## src/rtl/tlk2711_pkg.sv

```systemverilog
// Shared definitions for the TLK2711 read-command arbiter: FSM states,
// default widths/timeout and the command-word width derivation.
package tlk2711_pkg;

  typedef enum logic [1:0] {
    ST_IDLE = 2'd0,
    ST_CMD  = 2'd1,
    ST_DATA = 2'd2
  } arb_state_t;

  localparam int DEF_ADDR_WIDTH     = 48;
  localparam int DEF_DLEN_WIDTH     = 16;
  localparam int DEF_DATA_WIDTH     = 64;
  localparam int DEF_TIMEOUT_CYCLES = 65535;
  localparam int TO_CNT_WIDTH       = 16;

  // Command word is {length, address}.
  function automatic int calc_cw(input int dlen_w, input int addr_w);
    return dlen_w + addr_w;
  endfunction

endpackage

```

## src/rtl/tlk2711_rr_arb2.sv

```systemverilog
// Two-input round-robin arbiter: on a tie the requester that was not
// granted last wins. Purely combinational, one-hot grant.
module tlk2711_rr_arb2 (
  input  logic [1:0] i_req,
  input  logic       i_last_gnt,
  output logic [1:0] o_gnt
);

  always_comb begin
    o_gnt = '0;
    unique case (i_req)
      2'b01:   o_gnt = 2'b01;
      2'b10:   o_gnt = 2'b10;
      2'b11:   o_gnt = i_last_gnt ? 2'b01 : 2'b10;
      default: o_gnt = '0;
    endcase
  end

endmodule

```

## src/rtl/tlk2711_rd_cmd_arb.sv

```systemverilog
// Arbitrates two requesters onto one DMA read-command channel and routes the
// returning read stream back to the owner until its last beat or a timeout.
module tlk2711_rd_cmd_arb
  import tlk2711_pkg::*;
#(
  parameter int ADDR_WIDTH     = DEF_ADDR_WIDTH,
  parameter int DLEN_WIDTH     = DEF_DLEN_WIDTH,
  parameter int DATA_WIDTH     = DEF_DATA_WIDTH,
  parameter int TIMEOUT_CYCLES = DEF_TIMEOUT_CYCLES
) (
  input  logic                                       clk,
  input  logic                                       rst,
  input  logic                                       i_soft_rst,
  input  logic                                       i_req0_cmd_req,
  input  logic [calc_cw(DLEN_WIDTH, ADDR_WIDTH)-1:0] i_req0_cmd_data,
  output logic                                       o_req0_cmd_ack,
  input  logic                                       i_req1_cmd_req,
  input  logic [calc_cw(DLEN_WIDTH, ADDR_WIDTH)-1:0] i_req1_cmd_data,
  output logic                                       o_req1_cmd_ack,
  output logic                                       o_rd_cmd_req,
  output logic [calc_cw(DLEN_WIDTH, ADDR_WIDTH)-1:0] o_rd_cmd_data,
  input  logic                                       i_rd_cmd_ack,
  input  logic                                       i_dma_rd_valid,
  input  logic                                       i_dma_rd_last,
  input  logic [DATA_WIDTH-1:0]                      i_dma_rd_data,
  output logic                                       o_dma_rd_ready,
  output logic                                       o_req0_rd_valid,
  output logic                                       o_req0_rd_last,
  output logic [DATA_WIDTH-1:0]                      o_req0_rd_data,
  input  logic                                       i_req0_rd_ready,
  output logic                                       o_req1_rd_valid,
  output logic                                       o_req1_rd_last,
  output logic [DATA_WIDTH-1:0]                      o_req1_rd_data,
  input  logic                                       i_req1_rd_ready,
  output logic [1:0]                                 o_grant,
  output logic                                       o_busy,
  output logic                                       o_timeout_err
);

  localparam int CW = calc_cw(DLEN_WIDTH, ADDR_WIDTH);
  localparam logic [TO_CNT_WIDTH-1:0] TO_LAST = TO_CNT_WIDTH'(TIMEOUT_CYCLES - 1);

  arb_state_t              r_state;
  arb_state_t              w_state_nxt;
  logic [1:0]              r_grant;
  logic [1:0]              r_cmd_ack;
  logic [CW-1:0]           r_cmd_data;
  logic [TO_CNT_WIDTH-1:0] r_to_cnt;
  logic                    r_timeout_err;
  logic                    r_last_gnt;

  logic       w_rst;
  logic [1:0] w_req;
  logic [1:0] w_arb_gnt;
  logic       w_in_data;
  logic       w_owner_ready;
  logic       w_hs;
  logic       w_done;
  logic       w_tmo;

  assign w_rst = rst | i_soft_rst;
  assign w_req = {i_req1_cmd_req, i_req0_cmd_req};

  tlk2711_rr_arb2 u_rr_arb (
    .i_req      (w_req),
    .i_last_gnt (r_last_gnt),
    .o_gnt      (w_arb_gnt)
  );

  assign w_in_data     = (r_state == ST_DATA);
  assign w_owner_ready = r_grant[1] ? i_req1_rd_ready : i_req0_rd_ready;
  assign w_hs          = w_in_data & i_dma_rd_valid & w_owner_ready;
  assign w_done        = w_hs & i_dma_rd_last;
  // Counter holds the number of idle DATA cycles already seen, so this
  // cycle being idle too is the one that reaches the limit.
  assign w_tmo         = w_in_data & ~w_hs & (r_to_cnt == TO_LAST);

  always_ff @(posedge clk) begin
    if (w_rst) r_state <= ST_IDLE;
    else       r_state <= w_state_nxt;
  end

  always_comb begin
    w_state_nxt = r_state;
    unique case (r_state)
      ST_IDLE: if (|w_req)         w_state_nxt = ST_CMD;
      ST_CMD:  if (i_rd_cmd_ack)   w_state_nxt = ST_DATA;
      ST_DATA: if (w_done || w_tmo) w_state_nxt = ST_IDLE;
      default:                     w_state_nxt = ST_IDLE;
    endcase
  end

  always_ff @(posedge clk) begin
    if (w_rst) begin
      r_grant       <= '0;
      r_cmd_ack     <= '0;
      r_cmd_data    <= '0;
      r_to_cnt      <= '0;
      r_timeout_err <= 1'b0;
      r_last_gnt    <= 1'b1;
    end else begin
      r_cmd_ack <= '0;
      unique case (r_state)
        ST_IDLE: begin
          r_to_cnt <= '0;
          if (|w_req) begin
            r_grant    <= w_arb_gnt;
            r_cmd_data <= w_arb_gnt[1] ? i_req1_cmd_data : i_req0_cmd_data;
          end
        end
        ST_CMD: begin
          if (i_rd_cmd_ack) r_cmd_ack <= r_grant;
        end
        ST_DATA: begin
          if (w_hs) r_to_cnt <= '0;
          else      r_to_cnt <= r_to_cnt + 1'b1;
          if (w_done) begin
            r_last_gnt <= r_grant[1];
            r_grant    <= '0;
            r_to_cnt   <= '0;
          end
          if (w_tmo) begin
            r_timeout_err <= 1'b1;
            r_grant       <= '0;
            r_to_cnt      <= '0;
          end
        end
        default: r_grant <= '0;
      endcase
    end
  end

  assign o_req0_cmd_ack  = r_cmd_ack[0];
  assign o_req1_cmd_ack  = r_cmd_ack[1];
  assign o_rd_cmd_req    = (r_state == ST_CMD);
  assign o_rd_cmd_data   = r_cmd_data;
  assign o_dma_rd_ready  = w_in_data & w_owner_ready;
  assign o_req0_rd_valid = w_in_data & r_grant[0] & i_dma_rd_valid;
  assign o_req1_rd_valid = w_in_data & r_grant[1] & i_dma_rd_valid;
  assign o_req0_rd_last  = w_in_data & r_grant[0] & i_dma_rd_last;
  assign o_req1_rd_last  = w_in_data & r_grant[1] & i_dma_rd_last;
  assign o_req0_rd_data  = i_dma_rd_data;
  assign o_req1_rd_data  = i_dma_rd_data;
  assign o_grant         = r_grant;
  assign o_busy          = (r_state != ST_IDLE);
  assign o_timeout_err   = r_timeout_err;

endmodule

```

## config.mk

```make
export PLATFORM = sky130hd
export DESIGN_NAME = tlk2711_rd_cmd_arb
export DESIGN_NICKNAME = d
export VERILOG_FILES = /design/src/rtl/tlk2711_pkg.sv /design/src/rtl/tlk2711_rr_arb2.sv /design/src/rtl/tlk2711_rd_cmd_arb.sv
export SDC_FILE = /design/constraint.sdc
export NUM_CORES = 1
export LEC_CHECK = 0
export ABC_AREA = 1
export BUFFER_PORTS_ARGS = -buffer_cell sky130_fd_sc_hd__buf_2
export CORE_AREA = 10 10 150 152
export DETAILED_ROUTE_END_ITERATION = 12
export DIE_AREA = 0 0 160 162
export PLACE_DENSITY = 0.56
export SLEW_MARGIN = 40
export SYNTH_ARGS = -nofsm -noshare
export SYNTH_HDL_FRONTEND = slang
export SYNTH_HIERARCHICAL = 1
export SYNTH_SLANG_ARGS = --single-unit
```

## constraint.sdc

```tcl
create_clock -name clk -period 2.6 [get_ports clk]
set_input_delay 0.52 -clock clk [delete_from_list [all_inputs] [get_ports clk]]
set_output_delay 0.52 -clock clk [all_outputs]
set_load 0.02 [all_outputs]
```

Word-level counts from Yosys, hierarchy flattened
Index checks and enable logic that the tools add are counted.

storage, ports and cells
  register bits = 88
  bits of input ports = 202
  output and inout bits = 204
  logic and storage cells = 61

operators by class
  add/subtract/negate cells = 1
  equal/unequal tests = 10
  mux-type cells = 16
  bitwise gates (word level) = 16
  reductions and logical operators = 11

operators by type and width
  cell                                                                      number
  64-bit 2-to-1 mux                                                         1
  16-bit 2-to-1 mux                                                         3
  16-bit one-hot mux with 2 select lines                                    1
  2-bit one-hot mux with 3 select lines                                     3
  16-bit by 1-bit adder with 16-bit output (second input constant)          1
  16-bit equality test (second input constant)                              1
  2-bit 2-to-1 mux                                                          7
  1-bit bitwise AND                                                         12
  2-bit equality test (second input constant)                               3
  2-bit AND reduction                                                       3
  3-bit AND reduction                                                       2
  2-bit by 1-bit equality test with 1-bit output (second input constant)    2
  2-bit by 1-bit inequality test with 1-bit output (second input constant)  2
  2-bit nonzero test                                                        2
  3-bit by 1-bit inequality test with 1-bit output (second input constant)  1
  1-bit inverter                                                            3
  3-bit OR reduction                                                        1
  2-bit logical NOT                                                         1
  2-bit inequality test (second input constant)                             1
  2-bit OR reduction                                                        1
  1-bit logical OR                                                          1
  1-bit 2-to-1 mux                                                          1
  1-bit bitwise OR                                                          1

Depth between registers and ports, before layout
  depth after elaboration = 9
  depth in mapped cells = 11
  gate-level depth less buffers = 11

Hierarchy
The synthesis kept the hierarchy.

by module, submodules not included
  module              instances  cells each  area each (um^2)  sequential area each (um^2)
  tlk2711_rd_cmd_arb  1          751         5223.8            1761.7
  tlk2711_rr_arb2     1          5           21.3              0.0

Worst setup path after synthesis
No wires, ideal clock.

  path type = register -> output
  start = register r_grant[1], in the netlist o_grant[1]
  end = output port o_req1_rd_last
  data arrival time = 1103 ps
  data required time = 2080 ps
  path slack = 977 ps
  stages on the path, launching flop included = 3
  buffers on the path = 0
  cells stage by stage = dfxtp_1 > inv_1 > nor3_1

on the way
  cells in the longest elaborated chain, start to end = 2

RTL lines
  what                             line                       text
  start, declared                  tlk2711_rd_cmd_arb.sv:45   logic [1:0] r_grant;
  start signal, assigned           tlk2711_rd_cmd_arb.sv:107  r_grant <= w_arb_gnt;
  1-bit bitwise AND (2 in series)  tlk2711_rd_cmd_arb.sv:141  assign o_req1_rd_last = w_in_data & r_grant[1] & i_dma_rd_last;
  end, declared                    tlk2711_rd_cmd_arb.sv:32   output logic o_req1_rd_last,

No other way between the ends.

Worst setup path in the final report
  start = register r_state[0]
  end = output port o_rd_cmd_req

on the way
  cells in the longest elaborated chain, start to end = 1

RTL lines
  what                                            line                       text
  start, declared                                 tlk2711_rd_cmd_arb.sv:43   arb_state_t r_state;
  start signal, assigned                          tlk2711_rd_cmd_arb.sv:80   else r_state <= w_state_nxt;
  2-bit by 1-bit equality test with 1-bit output  tlk2711_rd_cmd_arb.sv:135  assign o_rd_cmd_req = (r_state == ST_CMD);
  end, declared                                   tlk2711_rd_cmd_arb.sv:20   output logic o_rd_cmd_req,

No other way between the ends.

==> results.txt <==
----------------------------------------------------
[Power]
  Peak ir drop on the vdd network ... 0.000334 V
  Logic gate share of total power ... 17.5%
  Pwr dens ... 563 nW/um2
  Internal power ... 2.41 mW
  PnR Total Power ... 3.39 mW
  Leakage component of the power ... 2.91 nW
  Power dissipated by switching net loads ... 0.980 mW
  Part of the total power dissipated in the clock network ... 39.9%
  Sequential group share of total power ... 42.6%
  Fraction of power spent switching nets ... 28.9%

[Clocking]
  Num Clock Sinks ... 88
  Clock tree from TritonCTS ... yes
  Clock insertion delay at the later pin of the skew report ... 0.34 ns
  Number of buffers added to fix hold violations after cts ... 0
  Root cell of the clock tree ... sky130_fd_sc_hd__clkbuf_16
  Post CTS Setup Buffer Count ... 0
  Maximum root-to-sink buffer count ... 2
  Post-cts gate resize count ... 0
  Max H-tree Level ... 3
  Clk pin slew, worst setup/hold paths ... 0.07 ns
  Inserted Clock Buffers ... 9

[STA]
  Share of the cycle needed by the critical path after routing ... 86.1%
  Final Hold Slack ... 0.455 ns
  Final critical delay including setup and external delays ... 2.24 ns
  Number of max-slew violations in the final report ... 0
  Final-report hold violation count ... 0
  Accumulated negative setup slack ... 0 ns
  Highest clock rate ... 447 MHz
  Unrepaired setup endpoints after global routing ... no
  Setup Skew ... 0.0104 ns
  Max-slew headroom ... 49.0%
  Slew at the pin with the worst max-slew slack ... 0.764 ns
  Final-report setup violation count ... 0

[Global routing]
  GR Util All Layers ... 11.9%
  Maximum number of pins on one net before global-route repair ... 82
  Remaining Overflow, GRT ... 0
  Vias in the first global route ... 4,748
  Initial antenna violation count ... 0
  Wire length of the first global-routing pass ... 25,000 um

[Placed design]
  # port buffers ... 213
  Instance area at placement ... 5710 um2
  HPWL after detailed placement ... 12,600 um
  GP Congestion ... 0.789

[Synthesis]
  Mean post-synth cell area ... 6.94 um2
  FFs w/ async S/R, synth ... 0%
  Register area share after synthesis ... 33.6%
  Cells after synthesis ... 756
  Synthesized flop and latch total ... 88
  Cell type with the largest total area after synthesis ... sky130_fd_sc_hd__dfxtp_1
  Flip-flop cell with the highest count after synthesis ... sky130_fd_sc_hd__dfxtp_1
  Count of flip-flops with a built-in enable after synthesis ... 0
  Largest cells by area after synthesis ... sky130_fd_sc_hd__dfxtp_1 (34%), sky130_fd_sc_hd__buf_4 (18%), sky130_fd_sc_hd__a21oi_1 (14%), sky130_fd_sc_hd__o21ai_0 (7.3%), sky130_fd_sc_hd__inv_1 (6.3%)
  Synth warnings ... 6
  Netlist Area Pre-Place ... 5250 um2
  Most frequent cells after synthesis ... sky130_fd_sc_hd__a21oi_1 (148), sky130_fd_sc_hd__buf_4 (128), sky130_fd_sc_hd__dfxtp_1 (88), sky130_fd_sc_hd__inv_1 (88), sky130_fd_sc_hd__nor2_1 (81)
  Net count of the mapped netlist ... 960
  Post-synthesis cell type count ... 28
  Most common cell in the synthesized netlist ... sky130_fd_sc_hd__a21oi_1
  Share of the synthesized area in the top cell type ... 33.6%

[Cells and area]
  Final core area utilization ... 31.1%
  Final Net Count ... 1,038
  Number of diodes ... 0
  Post-Layout Inst Area ... 6020 um2
  Share of post-route cells with drive strength above 1 ... 32.8%
  Synthesis-to-finish area growth ... 14.8%

[Worst setup path]
  Slowest Stage Delay on Critical Path ... 0.82 ns
  Biggest fanout along the worst timing path ... 18
  Slowest cell on crit path ... sky130_fd_sc_hd__dfxtp_1
  Critical path type ... flop to output pin
  Critical Path, Cell by Cell ... inv_2, nor2_1, buf_2
  Startpoint class of the critical path ... flop
  Data arrival time of the critical path ... 1.72 ns
  Crit. End Element ... output pin
  CP required ... 2.08 ns

[Routing]
  DRC violation total after the first TritonRoute iteration ... 163
  Router iterations before antenna repair ... 4
  Via-to-Cell Ratio ... 4.24
  Wirelength, routed ... 16,100 um
  Routed wire per std cell ... 14.6 um
  Drc violations ... 0
  Antenna-violating nets left ... 0
  Total vias in the final route ... 4,685

[Floorplanning]
  DIE AREA ... 25,900 um2
  Starting density of the core ... 27.0%
  Core Box Area ... 19,400 um2
  IO Count ... 406
  Overall die height ... 162 um
  Die W ... 160 um
  FP Rows ... 51

[Worst hold path]
  Path type of the worst min-delay path ... primary input to flop

[Status]
  Result of the run ... complete, no violations

[Job]
  Number of maximum-capacitance constraint violations ... 0

----------------------------------------------------
==> path summary, 6_finish.rpt <==
kind | cells after the start | slack [ns] | to | from
max reg2reg | 7 | 0.69 | o_rd_cmd_data[62]$_SDFFE_PP0P_ | r_state[0]$_SDFFE_PP0P_
min | 3 | 0.46 | o_rd_cmd_data[29]$_SDFFE_PP0P_ | i_req1_cmd_data[29]
max | 3 | 0.36 | o_rd_cmd_req | r_state[0]$_SDFFE_PP0P_
min reg2reg | 2 | 0.46 | o_timeout_err$_SDFFE_PP0P_ | o_timeout_err$_SDFFE_PP0P_
==> cell type report <==
cell class                 count  area, um2
inverter                      92        345
fill                        2123      13400
clock buffer                  10        229
clock inverter                 6       80.1
sequential                    88       1760
multi-input combinational    409       1990
timing repair buffer         234       1290
tap                          265        332
==> state kept, by name (all words and copies together), names as in the netlist <==
name	count
o_rd_cmd_data	64
r_to_cnt	16
o_grant	2
r_cmd_ack	2
r_state	2
o_timeout_err	1
r_last_gnt	1
==> metal layers <==
layer	routed length, um	part of all wire [%]	GRT usage, %	vias up
met3	1810	11	6.40	61
li1	-	-	-	2459
met4	702	4.3	7.05	0
met1	6490	40	12.9	1972
met2	7140	44	18.0	193
met5	0	0	0	-
==> layout by cell type (no fill, tap or decap) <==
master / Yosys / final
sky130_fd_sc_hd__buf_2: 12 / 213
sky130_fd_sc_hd__a21oi_1: 148 / 147
sky130_fd_sc_hd__inv_1: 88 / 88
sky130_fd_sc_hd__dfxtp_1: 88 / 88
sky130_fd_sc_hd__nor2_1: 81 / 80
sky130_fd_sc_hd__o21ai_0: 77 / 77
sky130_fd_sc_hd__nand2_1: 57 / 57
sky130_fd_sc_hd__buf_4: 128 / 16
sky130_fd_sc_hd__nand3_1: 9 / 9
sky130_fd_sc_hd__clkbuf_16: 0 / 9
sky130_fd_sc_hd__nor3_1: 8 / 8
sky130_fd_sc_hd__nor2_2: 6 / 6
sky130_fd_sc_hd__nand2_2: 5 / 5
sky130_fd_sc_hd__buf_12: 0 / 5
sky130_fd_sc_hd__inv_2: 4 / 4
sky130_fd_sc_hd__nor2_4: 3 / 4
sky130_fd_sc_hd__o21ai_1: 3 / 3
sky130_fd_sc_hd__a21oi_4: 1 / 2
sky130_fd_sc_hd__nand3_2: 2 / 2
sky130_fd_sc_hd__ha_1: 2 / 2
sky130_fd_sc_hd__clkinv_4: 0 / 2
sky130_fd_sc_hd__o21a_4: 1 / 1
sky130_fd_sc_hd__a21oi_2: 1 / 1
sky130_fd_sc_hd__nand4_1: 1 / 1
sky130_fd_sc_hd__nand3b_1: 1 / 1
sky130_fd_sc_hd__o21a_1: 1 / 1
sky130_fd_sc_hd__o21ai_2: 1 / 1
sky130_fd_sc_hd__o311ai_0: 1 / 1
sky130_fd_sc_hd__bufinv_16: 0 / 1
sky130_fd_sc_hd__inv_6: 0 / 1
sky130_fd_sc_hd__clkinv_8: 0 / 1
sky130_fd_sc_hd__clkbuf_1: 18 / 1
sky130_fd_sc_hd__clkinvlp_4: 0 / 1
==> worst max-delay path: cells and delay by family (launching register included) <==
kind / cells / cell delay [ns]
buffers and inverters: 2 / 0.33
AND/OR/NAND/NOR: 1 / 0.23
flip-flops: 1 / 0.82
==> cell families (layout without fill, tap and decap cells) <==
| kind of cell | count (synthesis) | after routing | synth area share (%) |
|---|---|---|---|
| buffers and inverters | 259 | 342 | 28.8 |
| AOI/OAI and AO/OA | 234 | 234 | 23.0 |
| and+or+nand+nor | 173 | 173 | 14.1 |
| DFF | 88 | 88 | 33.6 |
| adders and majority gates | 2 | 2 | 0.477 |
==> stage by stage <==
stage / instances / setup WS, ns
5_1_grt: 1104 / 0.232
3_5_place_dp: 1088 / 0.591
3_3_place_gp: 1088 / 0.618
2_1_floorplan: 756 / 0.977
4_1_cts: 1104 / 0.339
6_report: 1104 / 0.362
==> power groups by stage <==
stage / sequential (mW) / combinational, mW / clock, mW
floorplan: 1.54 / 0.550 / 0
global placement: 1.48 / 0.596 / 0
detailed placement: 1.47 / 0.599 / 0
CTS: 1.45 / 0.601 / 1.40
global route: 1.45 / 0.664 / 1.46
finish: 1.44 / 0.593 / 1.35
Note: power is estimated with default switching activity, not from simulation.
